`config.mk`:
```
export PLATFORM = sky130hd
export DESIGN_NAME = irq_scheduler
export DESIGN_NICKNAME = d
export VERILOG_FILES = /design/src/rtl/irq_scheduler_pkg.sv /design/src/rtl/irq_edge_sync.sv /design/src/rtl/irq_scheduler.sv
export SDC_FILE = /design/constraint.sdc
export NUM_CORES = 1
export LEC_CHECK = 0
export CELL_PAD_IN_SITES_DETAIL_PLACEMENT = 0
export CELL_PAD_IN_SITES_GLOBAL_PLACEMENT = 1
export CORE_MARGIN = 2
export CORE_UTILIZATION = 30
export CTS_BUF_LIST = sky130_fd_sc_hd__clkbuf_16
export DETAILED_ROUTE_END_ITERATION = 8
export PLACE_DENSITY = 0.6
export SETUP_SLACK_MARGIN = 0.4
export SLEW_MARGIN = 20
export SYNTH_ARGS = -nofsm -noshare
export SYNTH_HDL_FRONTEND = slang
export SYNTH_SLANG_ARGS = --single-unit
```
`constraint.sdc`:
```
create_clock -name clk -period 1.6 [get_ports clk]
set_input_delay 0.32 -clock clk [delete_from_list [all_inputs] [get_ports clk]]
set_output_delay 0.32 -clock clk [all_outputs]
set_load 0.01 [all_outputs]
```
`src/rtl/irq_scheduler_pkg.sv`:
```
// Shared types, limits and helpers for the external-interrupt scheduler.
package irq_scheduler_pkg;

  localparam int MAX_SRC = 4;
  localparam int ID_W    = 2;

  typedef enum logic [1:0] {
    IDLE,
    ASSERT,
    RELEASE
  } irq_state_t;

  function automatic int irq_div(input longint clk_hz, input longint tick_hz);
    return int'(clk_hz / tick_hz);
  endfunction

endpackage

```
`src/rtl/irq_edge_sync.sv`:
```
// Two-flop synchronizer for an asynchronous request, plus rising-edge detect.
module irq_edge_sync (
  input  logic clk,
  input  logic reset,
  input  logic async_in,
  output logic event_o
);

  logic s1, s2, s3;

  always_ff @(posedge clk or posedge reset) begin
    if (reset) begin
      s1 <= 1'b0;
      s2 <= 1'b0;
      s3 <= 1'b0;
    end else begin
      s1 <= async_in;
      s2 <= s1;
      s3 <= s2;
    end
  end

  assign event_o = s2 & ~s3;

endmodule

```
`src/rtl/irq_scheduler.sv`:
```
// Periodic tick plus external event sources, latched, masked and granted one at a time onto ei_req.
// Define IRQ_ROUND_ROBIN_EN for rotating priority; the default is fixed priority with index 0 highest.
module irq_scheduler
  import irq_scheduler_pkg::*;
#(
  parameter int CLK_FREQUENCY = 50_000_000,
  parameter int TICK_HZ       = 8000,
  parameter int N_SRC         = 4
) (
  input  logic             clk,
  input  logic             reset,
  input  logic             tick_en,
  input  logic [N_SRC-2:0] src_req,
  input  logic [N_SRC-1:0] mask,
  input  logic             ack,
  output logic             ei_req,
  output logic [ID_W-1:0]  irq_id,
  output logic [N_SRC-1:0] irq_pending
);

  localparam int DIV   = irq_div(CLK_FREQUENCY, TICK_HZ);
  localparam int CNT_W = (DIV > 1) ? $clog2(DIV) : 1;

  logic [CNT_W-1:0]   tick_cnt;
  logic               tick_event;
  logic [N_SRC-1:0]   src_event;
  logic [N_SRC-1:0]   eligible;
  logic [MAX_SRC-1:0] elig_ext;
  logic [MAX_SRC-1:0] ack_onehot;
  logic [N_SRC-1:0]   ack_clear;
  logic [ID_W-1:0]    winner;
  irq_state_t         state;

  assign tick_event = tick_en && (tick_cnt == CNT_W'(DIV - 1));

  always_ff @(posedge clk or posedge reset) begin
    if (reset) begin
      tick_cnt <= '0;
    end else if (!tick_en || tick_event) begin
      tick_cnt <= '0;
    end else begin
      tick_cnt <= tick_cnt + 1'b1;
    end
  end

  assign src_event[0] = tick_event;

  for (genvar i = 1; i < N_SRC; i++) begin : g_sync
    irq_edge_sync u_sync (
      .clk      (clk),
      .reset    (reset),
      .async_in (src_req[i-1]),
      .event_o  (src_event[i])
    );
  end

  // A new event on the source being acknowledged re-sets its bit in the same cycle.
  assign ack_onehot = MAX_SRC'(1) << irq_id;
  assign ack_clear  = (state == ASSERT && ack) ? N_SRC'(ack_onehot) : '0;

  always_ff @(posedge clk or posedge reset) begin
    if (reset) begin
      irq_pending <= '0;
    end else begin
      irq_pending <= (irq_pending & ~ack_clear) | src_event;
    end
  end

  assign eligible = irq_pending & mask;
  assign elig_ext = MAX_SRC'(eligible);

`ifdef IRQ_ROUND_ROBIN_EN
  logic [ID_W-1:0] last_grant;
  logic [ID_W-1:0] rr_idx;

  // Walk from the farthest offset down so the nearest eligible source after last_grant wins.
  always_comb begin
    winner = '0;
    rr_idx = '0;
    for (int k = N_SRC; k >= 1; k--) begin
      rr_idx = ID_W'((int'(last_grant) + k) % N_SRC);
      if (elig_ext[rr_idx]) winner = rr_idx;
    end
  end

  always_ff @(posedge clk or posedge reset) begin
    if (reset) begin
      last_grant <= ID_W'(N_SRC - 1);
    end else if (state == IDLE && |eligible) begin
      last_grant <= winner;
    end
  end
`else
  always_comb begin
    winner = '0;
    for (int i = MAX_SRC - 1; i >= 0; i--) begin
      if (elig_ext[i]) winner = ID_W'(i);
    end
  end
`endif

  always_ff @(posedge clk or posedge reset) begin
    if (reset) begin
      state  <= IDLE;
      ei_req <= 1'b0;
      irq_id <= '0;
    end else begin
      case (state)
        IDLE: begin
          if (|eligible) begin
            irq_id <= winner;
            ei_req <= 1'b1;
            state  <= ASSERT;
          end
        end
        ASSERT: begin
          if (ack) begin
            ei_req <= 1'b0;
            state  <= RELEASE;
          end
        end
        RELEASE: begin
          if (!ack) state <= IDLE;
        end
        default: begin
          ei_req <= 1'b0;
          state  <= IDLE;
        end
      endcase
    end
  end

endmodule

```
## Yosys cells after proc, flatten, opt, wreduce, memory -nomap -nowiden

Cells that the tools add are included.

- Memory bits (read-only): 0
- Memories kept: 0
- Output and inout bits: 7
- Bits in latches: 0
- Register bits: 31
- Input bits: 11
- RAM bits: 0

- Multipliers: 0
- Bitwise gates (word level): 11
- Add/sub/neg operators: 1
- Muxes and demuxes: 13
- Reductions and logical operators: 9
- Equal/unequal tests: 6
- Shift operators: 1
- Div/mod/pow operators: 0
- $lt $le $gt $ge: 0

Operator list:

| operator | count |
|---|---|
| 2-bit two-way mux | 7 |
| 13-bit by 1-bit adder with 13-bit output (second input constant) | 1 |
| 13-bit == test (second input constant) | 1 |
| 13-bit two-way mux | 1 |
| 4-bit bitwise AND | 2 |
| 2-bit inequality test (second input constant) | 3 |
| 2-bit one-hot mux with 3 select lines | 1 |
| 3-bit AND reduction | 2 |
| 4-bit two-way mux | 1 |
| 1-bit NOT | 4 |
| 4-bit NOT | 1 |
| 4-bit bitwise OR | 1 |
| 4-bit OR reduction | 1 |
| 1-bit by 2-bit << shifter with 4-bit output (first input constant) | 1 |
| 1-bit bitwise AND | 3 |
| 1-bit one-hot mux with 3 select lines | 1 |
| 2-bit by 1-bit == test with 1-bit output (second input constant) | 1 |
| 2-bit == test (second input constant) | 1 |
| 1-bit logical AND | 2 |
| 2-bit zero test | 1 |
| 1-bit two-way mux | 2 |
| 2-bit AND reduction | 1 |
| 1-bit zero test | 1 |
| 1-bit logical OR | 1 |

## Depth between registers and ports, before layout

Gate-level depths: netlist of the first run.

- Depth after elaboration: 6
- Mapped depth: 7
- Gate-level depth less buffers: 6

## Modules after synthesis

Synthesis of the first run repeated with hierarchy kept, for this count alone.

- Cell total of the unflattened synthesis: 120
- Area total of the unflattened synthesis: 1336.3 µm²

By module, submodules not included:

| module | area each (µm²) | times used | seq. area each (µm²) | cells each |
|---|---|---|---|---|
| irq_scheduler | 1058.5 | 1 | 550.5 | 105 |
| irq_edge_sync | 92.6 | 3 | 75.1 | 5 |

## Least setup slack after synthesis of the first run

No wires, ideal clock.

- Kind: register to register
- Start: register tick_cnt[0]
- End: register tick_cnt[12]
- Path slack: 0.254 ns
- Cell stages (with the launch flop): 6
- Data arrival time: 1.227 ns
- Buffers on the path: 0
- Cell sequence: dfrtp_1 > ha_1 > and4_4 > nor4b_4 > xnor2_1 > nor2_2

- Cells in the longest elaborated chain, start to end: 4
- Elaborated cells on any way between the ends: 5
- Classes of those cells: add/sub (1); eq/ne (1); mux (1); reduce/logical (2)

Ends and longest elaborated chain:

| what | RTL line | source |
|---|---|---|
| start: declaration | irq_scheduler.sv:24 | `logic [CNT_W-1:0] tick_cnt;` |
| start signal: assignment | irq_scheduler.sv:42 | `tick_cnt <= tick_cnt + 1'b1;` |
| branches (longest 3 deep; another with 13-bit by 1-bit adder with 13-bit output) | -- |  |
| 13-bit two-way mux * | irq_scheduler.sv:39 | `end else if (!tick_en \|\| tick_event) begin` |

Every way passes the cells marked *.
A chain may end at the register's enable or synchronous reset.

## Final worst setup path of the first run

Ends and elaborated chain as after synthesis.

==> results of run 1 <==
[final cells by class]
class                      instances  area (sq um)  share of cell area
tap                               52          65.1              0.0352
multi-input combinational         78           608               0.329
timing repair buffer              25           195               0.106
clock inverter                     3          43.8              0.0237
inverter                           9          33.8              0.0183
sequential                        31           777               0.420
clock buffer                       5           125              0.0677
[what timing repair did]
| action | in CTS | in global routing |
|---|---|---|
| buffers inserted | 6 | 0 |
| cloned | 1 | 0 |
| gates resized for setup | 33 | 24 |
| endpoints found under the setup margin | 23 | 21 |
| pin swaps | 5 | 5 |
| endpoints found under the hold margin | 0 | 0 |
[sequential cells by signal (all words and copies together) (netlist names)]
signal            flops
g_sync.u_sync.s3      3
irq_pending           4
irq_id                2
g_sync.u_sync.s2      3
g_sync.u_sync.s1      3
tick_cnt             13
state                 2
ei_req                1
[report_power, final]
part / switching, mW / internal [mW] / total, mW
Combinational: 0.303 / 0.290 / 0.593
Sequential: 0.0988 / 0.907 / 1.01
Clock: 0.326 / 0.732 / 1.06
[worst paths after layout]
check,to,cells after the start,startpoint
max in group asynchronous,tick_cnt[5]$_DFF_PP0_,3,reset
max,tick_cnt[12]$_DFF_PP0_,5,tick_cnt[0]$_DFF_PP0_
min in group asynchronous,tick_cnt[3]$_DFF_PP0_,3,reset
max reg2reg,tick_cnt[12]$_DFF_PP0_,5,tick_cnt[0]$_DFF_PP0_
min,g_sync[2].u_sync.s2$_DFF_PP0_,0,g_sync[2].u_sync.s1$_DFF_PP0_
min reg2reg,g_sync[2].u_sync.s2$_DFF_PP0_,0,g_sync[2].u_sync.s1$_DFF_PP0_
[worst register-to-register path, delay by kind of cell, from the launching register on]
family | cells | cell delay [ns]
and+or+nand+nor | 3 | 0.51
xor gates and xnor gates | 1 | 0.17
adders and majority gates | 1 | 0.20
DFF | 1 | 0.40
[cell usage in the layout (no fill, tap or decap), drive strengths merged, types with 2 or more instances in the layout]
cell type,count
xnor2,6
clkdlybuf4s50,7
nor2,16
buf,13
clkbuf,7
nand4,4
o31ai,2
dlygate4sd2,2
nor2b,2
nand3,5
nor4b,2
dfrtp,31
clkinv,2
o21ai,9
nand2,12
nor3,2
ha,2
inv,9
a21oi,3
xor2,5
[cell families (layout without fill, tap and decap cells)]
family / after synthesis / count (layout) / synth area share
xor gates and xnor gates: 11 / 11 / 0.0728
DFF: 31 / 31 / 0.586
adders and majority gates: 2 / 2 / 0.0189
and+or+nand+nor: 46 / 47 / 0.196
muxes: 1 / 1 / 0.00851
AOI/OAI and AO/OA: 17 / 17 / 0.0756
buffers and inverters: 11 / 42 / 0.0425
[per-layer routing]
metal  vias to the layer above  global-route usage  part of all wire
met5                         -                   0                 0
met4                         0              0.0491            0.0068
met3                         2              0.0404             0.028
met2                        10               0.178              0.50
met1                       462               0.153              0.46
li1                        468                   -                 -
==> results.json, run 1 <==
{
  "finalPower_mw": 2.66,
  "fillerInstances": 408,
  "rsz0062_at_grt": "true",
  "drv_slew": 0,
  "clk_latency_ns": 0.27,
  "skew_ns": 0.00389,
  "syn_nets": 132,
  "seq_area_frac_synth": 0.586,
  "cts_hold_buf": 0,
  "setup_tns_ns": 0,
  "yosys.area.top_type": "dfrtp_1",
  "final_antenna_net_count": 0,
  "antenna_found_initial": 0,
  "drtIter0Drc": 27,
  "dp_hpwl_mm": 1.62,
  "synthArstFlopShare": 1.00,
  "finalHoldViolCount": 0,
  "grt_pass1_vias": 971,
  "dpl.cell_count": 188,
  "grt_start_max_net_pins": 32,
  "syn_inst": 119,
  "nNetsFinal": 163,
  "yosysTopAreaCellShare": 0.586,
  "stdcell_count": 203,
  "clkTransAtPathRegs_ns": 0.05,
  "worst_slew_pin_slew_ns": 0.405,
  "crit_type": "flip-flop to flip-flop",
  "die_height_um": 70.4,
  "p_per_area_mw_per_mm2": 1440,
  "grt-ovfl-total": 0,
  "synth_area_per_cell_sq_um": 11.1,
  "ys_types": 29,
  "syn_area_sq_mm": 0.00132,
  "die_x_um": 70.4,
  "crit_fanout": 4,
  "p_leak_nw": 0.828,
  "ir_drop_uv": 804,
  "yosysMostFrequentCell": "dfrtp_1",
  "min_period_ns": 1.38,
  "die_area_sq_mm": 0.00496,
  "synth_edf_count": 0,
  "dr.pass1.iters": 4,
  "portBuffers": 17,
  "cts_buffers": 5,
  "cp.required_ns": 1.76,
  "vias": 942,
  "cp-end-kind": "flip-flop",
  "synth_warnings": 0,
  "fmax_mhz": 726,
  "report.final.setup_viol": 0,
  "cts_num_sinks": 31,
  "grt_pass1_wl_mm": 4.53,
  "cp_slowest_cell": "dfrtp_1",
  "cts_tree": "built",
  "via_per_inst": 4.64,
  "start_kind": "flip-flop",
  "cpPeakStageDelay_ns": 0.40,
  "outcome": "complete, no violations",
  "drive_above_1_share": 0.331,
  "synth_seq_cells": 31,
  "fin_util": 0.430,
  "core_sq_mm": 0.00429,
  "cp_top_family": "simple AND/OR/NAND/NOR gates",
  "drv_cap": 0,
  "placed_area_sq_mm": 0.00156,
  "area_growth_pct": 39.6,
  "crit_buf_inv": 0,
  "dpl_worst_slack_ns": -0.000940,
  "n_antenna_cell": 0,
  "gp_congestion": 0.787,
  "synth_flop_cell": "dfrtp_1",
  "cts_max_level": 2,
  "hold_path.class": "flip-flop to flip-flop",
  "fin_hold_ws_ns": 0.347,
  "final_area_sq_mm": 0.00185,
  "root_buffer": "clkbuf_16",
  "relSlewSlack": 0.729,
  "ys_top_cells_by_count": "dfrtp_1, nor2_1, nand2_1",
  "fin_ws_ns": 0.222,
  "finalCritPeriodShare": 0.861,
  "start_util": 0.308,
  "clockBufferDepth": 2,
  "routed_wl_mm": 2.52,
  "io-pin-count": 18,
  "worstPathArrival_ns": 1.53,
  "crit_chain": "ha_2 > and4_4 > nor4b_4 > xnor2_1 > nor2_2",
  "regToRegSetupSlack_ns": 0.22,
  "track_usage": 0.118,
  "fp-row-count": 24,
  "drc": 0,
  "synthTopCellsByArea": "dfrtp_1, nor2_1, xnor2_1",
  "route.detailed.wl_per_inst_um": 12.4
}
Note: power is estimated with default switching activity, not from simulation.
==> inputs of run 2 (changes only) <==
--- a/config.mk
+++ b/config.mk
@@ -12,6 +12,7 @@
 export CTS_BUF_LIST = sky130_fd_sc_hd__clkbuf_16
 export DETAILED_ROUTE_END_ITERATION = 8
 export PLACE_DENSITY = 0.6
+export RECOVER_POWER = 25
 export SETUP_SLACK_MARGIN = 0.4
 export SLEW_MARGIN = 20
 export SYNTH_ARGS = -nofsm -noshare
==> results.json, run 2 (synthesized netlist as in run 1, its figures left out) <==
{
  "die_height_um": 70.4,
  "cts_num_sinks": 31,
  "area_growth_pct": 39.4,
  "start_kind": "flip-flop",
  "reg_top3": "tick_cnt: 13 flops, irq_pending: 4 flops",
  "cp.required_ns": 1.76,
  "cp_top_family": "simple AND/OR/NAND/NOR gates",
  "drtIter0Drc": 26,
  "cp.depth": 5,
  "drc": 0,
  "worst_slew_pin_slew_ns": 0.758,
  "final_common_cell": "dfrtp_1",
  "worstPathArrival_ns": 1.53,
  "crit_fanout": 4,
  "report.final.setup_viol": 0,
  "route.detailed.wl_per_inst_um": 12.4,
  "p_leak_nw": 0.828,
  "finalHoldViolCount": 0,
  "switchingPower_mw": 0.727,
  "hold_depth": 0,
  "relSlewSlack": 0.495,
  "root_buffer": "clkbuf_16",
  "clkTransAtPathRegs_ns": 0.05,
  "io-pin-count": 18,
  "swShare": 0.274,
  "rsz0062_at_grt": "true",
  "cp_slowest_cell": "dfrtp_1",
  "rr_worst_depth": 5,
  "cp-end-kind": "flip-flop",
  "ir_drop_uv": 803,
  "top_register": "tick_cnt",
  "hold_path.class": "flip-flop to flip-flop",
  "fmax_mhz": 726,
  "nNetsFinal": 163,
  "crit_type": "flip-flop to flip-flop",
  "cpPeakStageDelay_ns": 0.40,
  "gp_congestion": 0.787,
  "grt_pass1_vias": 971,
  "die_area_sq_mm": 0.00496,
  "seqPwrFrac": 0.379,
  "dpl.cell_count": 188,
  "grt-ovfl-total": 0,
  "die_x_um": 70.4,
  "grt_pass1_wl_mm": 4.53,
  "core_sq_mm": 0.00429,
  "p_per_area_mw_per_mm2": 1440,
  "internal_power_mw": 1.93,
  "track_usage": 0.118,
  "crit_chain": "ha_2 > and4_4 > nor4b_4 > xnor2_1 > nor2_2",
  "largest_reg_flops": 13,
  "cts_max_level": 2,
  "fin_hold_ws_ns": 0.347,
  "cts_tree": "built",
  "outcome": "complete, no violations",
  "start_util": 0.308,
  "finalCritPeriodShare": 0.861,
  "final_antenna_net_count": 0,
  "crit_buf_inv": 0,
  "clockBufferDepth": 2,
  "routed_wl_mm": 2.52,
  "grt_start_max_net_pins": 32,
  "fillerInstances": 409,
  "min_period_ns": 1.38,
  "dr.pass1.iters": 4,
  "pwr-share-comb": 0.222,
  "final_cell_mix": "dfrtp_1, inv_1, nor2_1, nand2_1",
  "drv_slew": 0,
  "cts_buffers": 5,
  "stdcell_count": 203,
  "drive_above_1_share": 0.331,
  "clock_power_share": 0.399,
  "antenna_found_initial": 0,
  "drv_cap": 0,
  "clk_latency_ns": 0.27,
  "vias": 942,
  "fp-row-count": 24,
  "portBuffers": 17,
  "dp_hpwl_mm": 1.62,
  "via_per_inst": 4.64,
  "cts_hold_buf": 0,
  "n_antenna_cell": 0,
  "skew_ns": 0.00386
}
[run 2: repair_timing]
action                     CTS  global route
gates resized for setup     33            24
setup buffers                6             0
setup endpoints to repair   23            21
pin swaps                    5             5
gates cloned                 1             0
[run 2: path summary, 6_finish.rpt]
path / start / to / slack (ns)
setup / recovery: tick_cnt[0]$_DFF_PP0_ / tick_cnt[12]$_DFF_PP0_ / 0.22
hold / removal: g_sync[2].u_sync.s1$_DFF_PP0_ / g_sync[2].u_sync.s2$_DFF_PP0_ / 0.35
setup reg to reg: tick_cnt[0]$_DFF_PP0_ / tick_cnt[12]$_DFF_PP0_ / 0.22
hold reg to reg: g_sync[2].u_sync.s1$_DFF_PP0_ / g_sync[2].u_sync.s2$_DFF_PP0_ / 0.35
max in group asynchronous: reset / tick_cnt[5]$_DFF_PP0_ / 0.37
min in group asynchronous: reset / g_sync[3].u_sync.s1$_DFF_PP0_ / 0.70
[run 2: power groups by stage]
| stage | combinational, mW | clock, mW | sequential [mW] |
|---|---|---|---|
| CTS | 0.557 | 1.09 | 1.00 |
| global placement | 0.527 | 0 | 1.04 |
| global route | 0.656 | 1.13 | 1.03 |
| finish | 0.590 | 1.06 | 1.01 |
| floorplan | 0.236 | 0 | 1.05 |
| detailed placement | 0.529 | 0 | 1.04 |
[run 2: cell type report]
class,instances,area (sq um),share of cell area
Clock buffer,5,125,0.0678
Clock inverter,3,43.8,0.0237
Inverter,9,33.8,0.0183
Multi-Input combinational cell,78,608,0.329
Sequential cell,31,777,0.421
Tap cell,52,65.1,0.0353
Timing Repair Buffer,25,193,0.104
[run 2: layer usage]
layer	part of all wire	GRT usage	wire, um
met5	0	0	0
met4	0.0068	0.0491	17
met3	0.028	0.0404	70
met2	0.50	0.178	1260
met1	0.46	0.153	1160
[run 2: per-stage QoR]
| step | area [sq um] | power (mW) | TNS (ns) | setup WS [ns] | util |
|---|---|---|---|---|---|
| 3_3_place_gp | 1560 | 1.56 | 0 | 0.0104 | 0.363 |
| 2_1_floorplan | 1330 | 1.28 | 0 | 0.257 | - |
| 6_report | 1850 | 2.65 | 0 | 0.222 | 0.430 |
| 5_1_grt | 1850 | 2.82 | 0 | 0.119 | 0.430 |
| 3_5_place_dp | 1560 | 1.57 | -0.000940 | -0.000940 | 0.363 |
| 4_1_cts | 1780 | 2.64 | 0 | 0.204 | 0.414 |
